**src/rtl/regwr_arb_pkg.sv**
```systemverilog
// Shared types and constants for the register-file write-port arbiter.
package regwr_arb_pkg;

    localparam int unsigned NUM_REGS = 4;
    localparam int unsigned DATA_W   = 8;
    localparam int unsigned ADDR_W   = 2;

    typedef enum logic {ARB_IDLE, ARB_LOCKED} arb_state_t;

    typedef logic [DATA_W-1:0] reg_data_t;

    function automatic logic [NUM_REGS-1:0] addr_onehot(input logic [ADDR_W-1:0] addr);
        return NUM_REGS'(1) << addr;
    endfunction

endpackage

```
**src/rtl/reg_write_arbiter_rr_picker.sv**
```systemverilog
// Combinational rotating-priority picker: first set bit of req starting at ptr, wrapping mod N.
module rr_picker #(
    parameter int unsigned N    = 3,
    parameter int unsigned IdxW = $clog2(N)
) (
    input  logic [N-1:0]    req,
    input  logic [IdxW-1:0] ptr,
    output logic [N-1:0]    gnt,
    output logic [IdxW-1:0] gnt_idx,
    output logic            gnt_any
);

    logic [IdxW-1:0] cand;

    always_comb begin
        gnt     = '0;
        gnt_idx = '0;
        gnt_any = 1'b0;
        cand    = '0;
        for (int unsigned k = 0; k < N; k++) begin
            cand = IdxW'((32'(ptr) + k) % N);
            if (!gnt_any && req[cand]) begin
                gnt[cand] = 1'b1;
                gnt_idx   = cand;
                gnt_any   = 1'b1;
            end
        end
    end

endmodule

```
**src/rtl/reg_write_arbiter.sv**
```systemverilog
// Round-robin arbiter for the single 4x8 register-file write port, with owner lock and timeout.
// Optional per-requester statistics are enabled by defining REG_WRITE_ARB_STATS_EN.
module reg_write_arbiter
    import regwr_arb_pkg::*;
#(
    parameter int unsigned NUM_REQ      = 3,
    parameter int unsigned LOCK_TIMEOUT = 8
) (
    input  logic                                clk,
    input  logic                                rst,
    input  logic [NUM_REQ-1:0]                  req_valid,
    output logic [NUM_REQ-1:0]                  req_ready,
    input  logic [NUM_REQ-1:0][ADDR_W-1:0]      req_addr,
    input  logic [NUM_REQ-1:0][DATA_W-1:0]      req_data,
    input  logic [NUM_REQ-1:0]                  req_lock,
    output logic [NUM_REGS-1:0][DATA_W-1:0]     regs_in,
    output logic [NUM_REGS-1:0]                 write_en,
    output logic [$clog2(NUM_REQ)-1:0]          lock_owner,
    output logic                                locked
`ifdef REG_WRITE_ARB_STATS_EN
    ,
    output logic [NUM_REQ-1:0][15:0]            grant_cnt,
    output logic [7:0]                          lock_to_cnt
`endif
);

    localparam int unsigned IdxW = $clog2(NUM_REQ);

    arb_state_t             state_q, state_d;
    logic [IdxW-1:0]        rr_ptr_q, rr_ptr_d;
    logic [IdxW-1:0]        lock_owner_q, lock_owner_d;
    logic [7:0]             timeout_q, timeout_d;
    logic [NUM_REGS-1:0]    write_en_q, write_en_d;
    reg_data_t [NUM_REGS-1:0] regs_in_q, regs_in_d;

    logic [NUM_REQ-1:0]     req_mask;
    logic [NUM_REQ-1:0]     gnt;
    logic [IdxW-1:0]        gnt_idx;
    logic                   gnt_any;
    logic                   accept;
    logic [ADDR_W-1:0]      acc_addr;

    // While locked only the owner may compete for the port.
    always_comb begin
        req_mask = req_valid;
        if (state_q == ARB_LOCKED) begin
            req_mask = req_valid & (NUM_REQ'(1) << lock_owner_q);
        end
    end

    rr_picker #(
        .N    (NUM_REQ),
        .IdxW (IdxW)
    ) u_picker (
        .req     (req_mask),
        .ptr     (rr_ptr_q),
        .gnt     (gnt),
        .gnt_idx (gnt_idx),
        .gnt_any (gnt_any)
    );

    assign accept    = gnt_any && !rst;
    assign req_ready = rst ? '0 : gnt;
    assign acc_addr  = req_addr[gnt_idx];

    always_comb begin
        state_d      = state_q;
        rr_ptr_d     = rr_ptr_q;
        lock_owner_d = lock_owner_q;
        timeout_d    = timeout_q;
        write_en_d   = '0;
        regs_in_d    = '0;
        if (accept) begin
            rr_ptr_d            = (gnt_idx == IdxW'(NUM_REQ - 1)) ? '0 : gnt_idx + 1'b1;
            write_en_d          = addr_onehot(acc_addr);
            regs_in_d[acc_addr] = req_data[gnt_idx];
            if (req_lock[gnt_idx]) begin
                state_d      = ARB_LOCKED;
                lock_owner_d = gnt_idx;
                timeout_d    = '0;
            end else begin
                state_d = ARB_IDLE;
            end
        end else if (state_q == ARB_LOCKED) begin
            timeout_d = timeout_q + 8'd1;
            if (timeout_d == 8'(LOCK_TIMEOUT)) begin
                state_d = ARB_IDLE;
            end
        end
    end

    always_ff @(posedge clk) begin
        if (rst) begin
            state_q      <= ARB_IDLE;
            rr_ptr_q     <= '0;
            lock_owner_q <= '0;
            timeout_q    <= '0;
            write_en_q   <= '0;
            regs_in_q    <= '0;
        end else begin
            state_q      <= state_d;
            rr_ptr_q     <= rr_ptr_d;
            lock_owner_q <= lock_owner_d;
            timeout_q    <= timeout_d;
            write_en_q   <= write_en_d;
            regs_in_q    <= regs_in_d;
        end
    end

    // Gating with rst drops a write already staged when reset arrives mid-operation.
    assign write_en   = rst ? '0 : write_en_q;
    assign regs_in    = regs_in_q;
    assign lock_owner = lock_owner_q;
    assign locked     = (state_q == ARB_LOCKED);

`ifdef REG_WRITE_ARB_STATS_EN
    logic [NUM_REQ-1:0][15:0] grant_cnt_q, grant_cnt_d;
    logic [7:0]               lock_to_cnt_q, lock_to_cnt_d;
    logic                     lock_release;

    assign lock_release = (state_q == ARB_LOCKED) && (state_d == ARB_IDLE) && !accept && !rst;

    always_comb begin
        grant_cnt_d   = grant_cnt_q;
        lock_to_cnt_d = lock_to_cnt_q;
        if (accept && grant_cnt_q[gnt_idx] != 16'hFFFF) begin
            grant_cnt_d[gnt_idx] = grant_cnt_q[gnt_idx] + 16'd1;
        end
        if (lock_release && lock_to_cnt_q != 8'hFF) begin
            lock_to_cnt_d = lock_to_cnt_q + 8'd1;
        end
    end

    always_ff @(posedge clk) begin
        if (rst) begin
            grant_cnt_q   <= '0;
            lock_to_cnt_q <= '0;
        end else begin
            grant_cnt_q   <= grant_cnt_d;
            lock_to_cnt_q <= lock_to_cnt_d;
        end
    end

    assign grant_cnt   = grant_cnt_q;
    assign lock_to_cnt = lock_to_cnt_q;
`endif

    a_write_en_onehot0: assert property (@(posedge clk) $onehot0(write_en));
    a_ready_onehot0:    assert property (@(posedge clk) $onehot0(req_ready));

endmodule

```
**config.mk**
```make
export PLATFORM = sky130hd
export DESIGN_NAME = reg_write_arbiter
export DESIGN_NICKNAME = d
export VERILOG_FILES = /design/src/rtl/regwr_arb_pkg.sv /design/src/rtl/reg_write_arbiter_rr_picker.sv /design/src/rtl/reg_write_arbiter.sv
export SDC_FILE = /design/constraint.sdc
export NUM_CORES = 1
export LEC_CHECK = 0
export ABC_CLOCK_PERIOD_IN_PS = 3300
export CORE_ASPECT_RATIO = 0.6
export CORE_UTILIZATION = 45
export CTS_CLUSTER_SIZE = 12
export DETAILED_ROUTE_END_ITERATION = 10
export GPL_ROUTABILITY_DRIVEN = 0
export HOLD_SLACK_MARGIN = 0.06
export PLACE_DENSITY = 0.85
export SYNTH_ARGS = -nofsm -noshare
export SYNTH_HDL_FRONTEND = slang
export SYNTH_SLANG_ARGS = --single-unit
```
**constraint.sdc**
```tcl
create_clock -name clk -period 3.3 [get_ports clk]
set_input_delay 0.99 -clock clk [delete_from_list [all_inputs] [get_ports clk]]
set_output_delay 0.99 -clock clk [all_outputs]
set_load 0.05 [all_outputs]
```
# == Word level (Yosys, flattened, before mapping) ==
# Index checks and enable logic that the tools add are counted.
# word_totals
ff_bits,49
input_bits,38
# op_classes
add_sub_neg,4
div_mod_pow,3
order_cmp,9
n_eq_ne,3
n_shift,2
muxes,40
bitwise,5
n_reduce_logical,14
# op_table
op,count
$mod A32 B2 Y32 const B,2
$mux W8,5
$and A32 B32 Y32,1
$mod A2 B2 Y32 const B,1
$bmux W8 S2,1
$demux W8 S2,1
$lt A2 B3 Y1 const B,5
$mux W3,5
$mux W1,14
$mux W2,5
$add A8 B1 Y8 const B,1
$bmux W1 S2,4
$eq A8 B4 Y1 const B,1
$ge A2 B1 Y1 const B,4
$logic_and A1 B1 Y1,7
$demux W1 S2,3
$or A3 B3 Y3,2
$bmux W2 S2,1
$mux W4,1
$reduce_and A2 Y1,2
$shl A1 B2 Y4 const A,1
$add A2 B1 Y3 const B,1
$add A2 B2 Y3 const B,1
$and A3 B3 Y3,1
other kinds (8),10

# == Longest topological paths before layout ==
# depth
ltp_word,19
depth_mapped,11

# == Cells and area by module ==
# From an unflattened synthesis, not the netlist that was laid out.
# hier_totals
cells_unflattened,269
hier_area_um2,2264.7
# modules_own_cells
module,n_inst,cells_each,area_each_um2,seq_area_each_um2
reg_write_arbiter,1,216,1916.8,980.9
rr_picker,1,53,347.8,0.0

# == Least setup slack after synthesis ==
# No wires, ideal clock.
# synth_timing
kind,reg-to-output
start,register state_q (netlist: locked)
end,output req_ready[0]
arrival_ps,2745
required_time_ps,2310
path_slack_ps,-435
stages_incl_launch_ff,9
path_buffers,2
path_cell_list,dfxtp_1 buf_2 inv_1 o21a_1 buf_4 a2111oi_0 or3_1 nand2_1 a31oi_1
# synth_via
elab_chain_cells,11
word_cells_on_any_way,19
classes_between,13 x mux; 2 x bitwise; 4 x reduce/logical
# synth_lines
element,line,rtl
from (decl),reg_write_arbiter.sv:29,"arb_state_t state_q, state_d;"
from (signal assigned),reg_write_arbiter.sv:101,state_q <= state_d;
$mux W3 *,reg_write_arbiter.sv:46,if (state_q == ARB_LOCKED) begin
$bmux W1 S2,reg_write_arbiter_rr_picker.sv:22,if (!gnt_any && req[cand]) begin
$mux W1 (not written as such),reg_write_arbiter_rr_picker.sv:22,
$mux W1,reg_write_arbiter_rr_picker.sv:22,
$logic_not A1 Y1,reg_write_arbiter_rr_picker.sv:22,
$logic_and A1 B1 Y1,reg_write_arbiter_rr_picker.sv:22,
$mux W1,reg_write_arbiter_rr_picker.sv:22,
$logic_not A1 Y1,reg_write_arbiter_rr_picker.sv:22,
$logic_and A1 B1 Y1,reg_write_arbiter_rr_picker.sv:22,
$mux W3 *,reg_write_arbiter_rr_picker.sv:22,
$mux W3 *,reg_write_arbiter.sv:63,assign req_ready = rst ? '0 : gnt;
to (decl),reg_write_arbiter.sv:12,"output logic [NUM_REQ-1:0] req_ready,"
# Mark *: on every way between the ends. The rest lies on a longest branch, timed or not. The select of a mux whose other input is x is not followed.

# == Worst setup path after layout ==
# layout_timing
start,input req_valid[1]
end,output req_ready[2]
# layout_via
elab_chain_cells,12
word_cells_on_any_way,20
classes_between,13 x mux; 3 x bitwise; 4 x reduce/logical
# layout_lines
element,line,rtl
from (decl),reg_write_arbiter.sv:11,"input logic [NUM_REQ-1:0] req_valid,"
$and A3 B3 Y3,reg_write_arbiter.sv:47,req_mask = req_valid & (NUM_REQ'(1) << lock_owner_q);
$mux W3 *,reg_write_arbiter.sv:46,
$bmux W1 S2,reg_write_arbiter_rr_picker.sv:22,
$mux W1 (not written as such),reg_write_arbiter_rr_picker.sv:22,
$mux W1,reg_write_arbiter_rr_picker.sv:22,
$logic_not A1 Y1,reg_write_arbiter_rr_picker.sv:22,
$logic_and A1 B1 Y1,reg_write_arbiter_rr_picker.sv:22,
$mux W1,reg_write_arbiter_rr_picker.sv:22,
$logic_not A1 Y1,reg_write_arbiter_rr_picker.sv:22,
$logic_and A1 B1 Y1,reg_write_arbiter_rr_picker.sv:22,
$mux W3 *,reg_write_arbiter_rr_picker.sv:22,
$mux W3 *,reg_write_arbiter.sv:63,
# Marked as above.

==> out/summary.txt <==
===============================================================================================
Detailed-routed wire length on met3                                                      772 µm
# IOs                                                                                        80
RSZ-0062 raised after global routing                                                        yes
Detail Route Antenna Nets                                                                     0
Global route overflow                                                                         0
Cells along the critical path                                                      clkbuf_2, o21a_4, and4_1, or3_4, a22oi_2, nor2_4, buf_6
CP startpoint kind                                                                    input pin
Clock input transition at the sequential cells of the worst setup and hold paths        0.09 ns
Width of the chip                                                                       98.3 µm
Commonest cells post-synth                                                         sky130_fd_sc_hd__dfxtp_1, sky130_fd_sc_hd__nor3_1, sky130_fd_sc_hd__nand2_1
Hold Fails Final Rpt                                                                          0
CP Max Fanout                                                                                 3
Routed via count                                                                           2735
Critical path launch point                                                         req_valid[1]
Maximum resistive drop on vdd                                                            532 µV
Syn Area/Cell                                                                          9.24 µm²
Critical path's top delay family                                                   simple AND/OR/NAND/NOR gates
Hold Crit Class                                                                      reg -> reg
Slew at the pin closest to its max-slew limit                                           1.01 ns
Routed wirelength normalized by instance count                                          18.8 µm
Most area-consuming cells after synthesis                                          sky130_fd_sc_hd__dfxtp_1, sky130_fd_sc_hd__nor3_1, sky130_fd_sc_hd__mux2i_1, sky130_fd_sc_hd__mux2_2, sky130_fd_sc_hd__ha_1
Worst hold margin                                                                      0.536 ns
Final clock period utilization by the worst path                                          98.8%
Total routing usage reported by global routing                                            27.0%
Number of placement rows                                                                     20
Drt via density                                                                            6.10
Residual DRC count                                                                            0
Power per unit of standard cell area                                                 899 nW/µm²
Detail Route met2 WL                                                                    3.75 mm
Headroom to the max-slew limit                                                            31.2%
Drt first-iter violations                                                                   220
Gate count after technology mapping                                                         271
Final critical delay including setup and external delays                                3.26 ns
Type of the worst setup path                                                          in -> out
Combined flip-flop and latch cell area                                                  983 µm²
Post-layout nets                                                                            425
Most instantiated flip-flop cell in the synthesis netlist                          sky130_fd_sc_hd__dfxtp_1
Crit end category                                                                    output pin
Fraction of the yosys area taken by sequential cells                                      39.2%
CP arrival                                                                              2.27 ns
Area share of the leading cell type in the synthesized netlist                            39.2%
Top sig layer                                                                              met4
Beginning of the worst register-to-register path                                    rr_ptr_q[1]
Count of port buffers added during placement                                                 79
Inserted Diodes                                                                               0
Switching Share                                                                           46.2%
Combined buffer and inverter count along the critical path                                    2
Wire length the detailed router placed on met1                                          3.67 mm
Number of buffers added by the clock tree synthesis step                                      5
Clk_lat worst skew                                                                      0.31 ns
Share of synthesized flip-flops with an asynchronous set or reset                            0%
Distinct cell type count after synthesis                                                     63
Worst Skew                                                                           0.00549 ns
Number of clock sinks                                                                        49
Overall die height                                                                      59.8 µm
Initial antenna violation count                                                               0
Number of synthesized register bits                                                          49
Final TNS setup                                                                            0 ns
Clock tree from TritonCTS                                                                  done
Final Max Tran Viols                                                                          0
Overall die area                                                                       5880 µm²
Clock root cell                                                                    sky130_fd_sc_hd__clkbuf_8
Final routed wirelength across all metal layers                                         8.42 mm
Core Util, Final                                                                          74.8%
Fillers                                                                                     341
Reported net switching power                                                            1.62 mW
Combined area of the multi-input logic cells                                           1490 µm²
Number of placed cells counting well taps                                                   433
Net Count, Synth                                                                            315
Count of flip-flops with a built-in enable after synthesis                                    0
Maximum root-to-sink buffer count                                                             2
Highest cell delay on the worst timing path                                             0.40 ns
H-tree lvl count                                                                              2
Total setup violations reported at the end of the flow                                        0
Maximum capacitance violations                                                                0
Biggest area consumer among synthesized cells                                      sky130_fd_sc_hd__dfxtp_1
Combinational Power Share                                                                 62.9%
Relative contribution of the clock network to total power                                 15.0%
Share of final-layout standard cells stronger than drive strength 1                       26.7%
Run status                                                                         finished, final reports clean
Maximum number of pins on one net before global-route repair                                 19
Number of standard cells in the final layout excluding fillers                              448
Post-DP HPWL                                                                            5.70 mm
Starting density of the core                                                              48.1%
Syn Std Cell Area                                                                      2500 µm²
Area growth syn-to-layout                                                                 55.3%
Via count of the first global-routing pass                                                 2389
Core Box Area                                                                          5200 µm²
Cell with the biggest individual delay on the critical path                        sky130_fd_sc_hd__or3_4
Required time reported for the critical path endpoint                                   2.31 ns
Cell leakage power                                                                      1.46 nW
P_int                                                                                   1.88 mW
HP Start                                                                           timeout_q[7]
Most frequently used cell type in the post-synthesis netlist                       sky130_fd_sc_hd__dfxtp_1
FMAX                                                                                    307 MHz
Sequential fraction of design power                                                       22.1%
Length of the first detailed-routing pass in iterations                                       5
Warnings from Yosys                                                                           0
First-pass GRT wire length                                                              12.1 mm
===============================================================================================
==> worst register-to-register path, cell delays in order, from the launching register on <==
cell	delay, ns
sky130_fd_sc_hd__dfxtp_1	0.44
sky130_fd_sc_hd__inv_1	0.11
sky130_fd_sc_hd__ha_2	0.24
sky130_fd_sc_hd__buf_4	0.18
sky130_fd_sc_hd__and3_1	0.22
sky130_fd_sc_hd__a31oi_1	0.30
sky130_fd_sc_hd__and3_4	0.28
sky130_fd_sc_hd__buf_4	0.20
sky130_fd_sc_hd__mux2_2	0.35
sky130_fd_sc_hd__mux2i_1	0.44
sky130_fd_sc_hd__nor3_1	0.12
==> repair_timing <==
item / in CTS / in global routing
buffers inserted: 3 / 4
hold buffers: 0 / 0
pin swaps: 7 / 5
gates resized for setup: 22 / 11
endpoints found under the setup margin: 3 / 3
==> per-layer routing <==
metal  vias to the layer above  track usage, %
met1                      1269            36.0
met4                         0            8.74
met2                       170            42.6
met5                         -               0
met3                        34            7.95
li1                       1262               -
==> registers in the layout, indices dropped and copies added (netlist names) <==
| register | cells |
|---|---|
| write_en_q | 4 |
| timeout_q | 8 |
| locked | 1 |
| rr_ptr_q | 2 |
| lock_owner | 2 |
| regs_in | 32 |
==> cell families (layout without fill, tap and decap cells) <==
logic type,Yosys count,in the layout,synth area share [%]
AO/OA/AOI/OAI,69,69,21.3
XOR/XNOR,1,1,0.350
adder cells (fa/ha/maj),6,6,3.00
buffers and inverters,25,136,5.19
flip-flops,49,49,39.2
multiplexers,19,19,8.29
AND/OR/NAND/NOR,102,102,22.7
==> per-stage QoR <==
step	setup WS (ns)	cell area, µm²	total power, mW
finish	0.0405	3890	3.50
global route	-0.0116	3890	3.64
CTS	0.0162	3830	3.33
detailed placement	-0.411	3620	2.73
global placement	-0.383	3620	2.69
floorplan	-0.117	2520	2.03
==> power groups by stage <==
| stage | sequential [mW] | combinational, mW | clock (mW) |
|---|---|---|---|
| after CTS | 0.766 | 2.04 | 0.524 |
| after floorplan | 1.06 | 0.974 | 0 |
| after global placement | 0.775 | 1.91 | 0 |
| after detailed placement | 0.776 | 1.95 | 0 |
| after global routing | 0.787 | 2.31 | 0.544 |
| final | 0.775 | 2.20 | 0.524 |
==> cells in the final DEF, fill, tap and decap left out, types with 3 or more instances in the layout <==
cell type                         Yosys  final
sky130_fd_sc_hd__clkdlybuf4s50_1      0     69
sky130_fd_sc_hd__mux2_2               7      7
sky130_fd_sc_hd__mux2i_1             10     10
sky130_fd_sc_hd__buf_4                4     36
sky130_fd_sc_hd__a31oi_1              6      5
sky130_fd_sc_hd__o211ai_1             4      4
sky130_fd_sc_hd__o21ai_0              5      4
sky130_fd_sc_hd__nand2_1             14     13
sky130_fd_sc_hd__ha_1                 6      4
sky130_fd_sc_hd__nand4_1              3      3
sky130_fd_sc_hd__nor2_1              13     11
sky130_fd_sc_hd__a311oi_1             7      7
sky130_fd_sc_hd__buf_12               0      7
sky130_fd_sc_hd__clkbuf_2             0      3
sky130_fd_sc_hd__nor4b_1              3      3
sky130_fd_sc_hd__nand3_1              8      8
sky130_fd_sc_hd__nor3_1              34     34
sky130_fd_sc_hd__inv_1                9      7
sky130_fd_sc_hd__a21oi_2              1      3
sky130_fd_sc_hd__a21oi_1             11      9
sky130_fd_sc_hd__clkbuf_8             0      5
sky130_fd_sc_hd__o31ai_1              6      6
sky130_fd_sc_hd__nor2b_1              5      5
sky130_fd_sc_hd__buf_6                2      4
sky130_fd_sc_hd__dfxtp_1             49     47
==> worst paths after layout <==
kind	end	slack, ns	cells after the start
hold / removal	timeout_q[7]	0.54	1
hold reg to reg	timeout_q[7]	0.54	1
setup reg to reg	regs_in[17]	0.27	10
setup / recovery	req_ready[2]	0.04	7
==> layout make-up <==
cell class / count / share of cell area (%)
flip-flops and latches: 49 / 25.3
clock inverters: 3 / 1.77
repair buffers: 119 / 29.8
well taps: 66 / 2.12
multi-input cells: 197 / 38.4
clock buffers: 5 / 1.77
inverters: 9 / 0.868
Power figures use the tool's default switching activity.
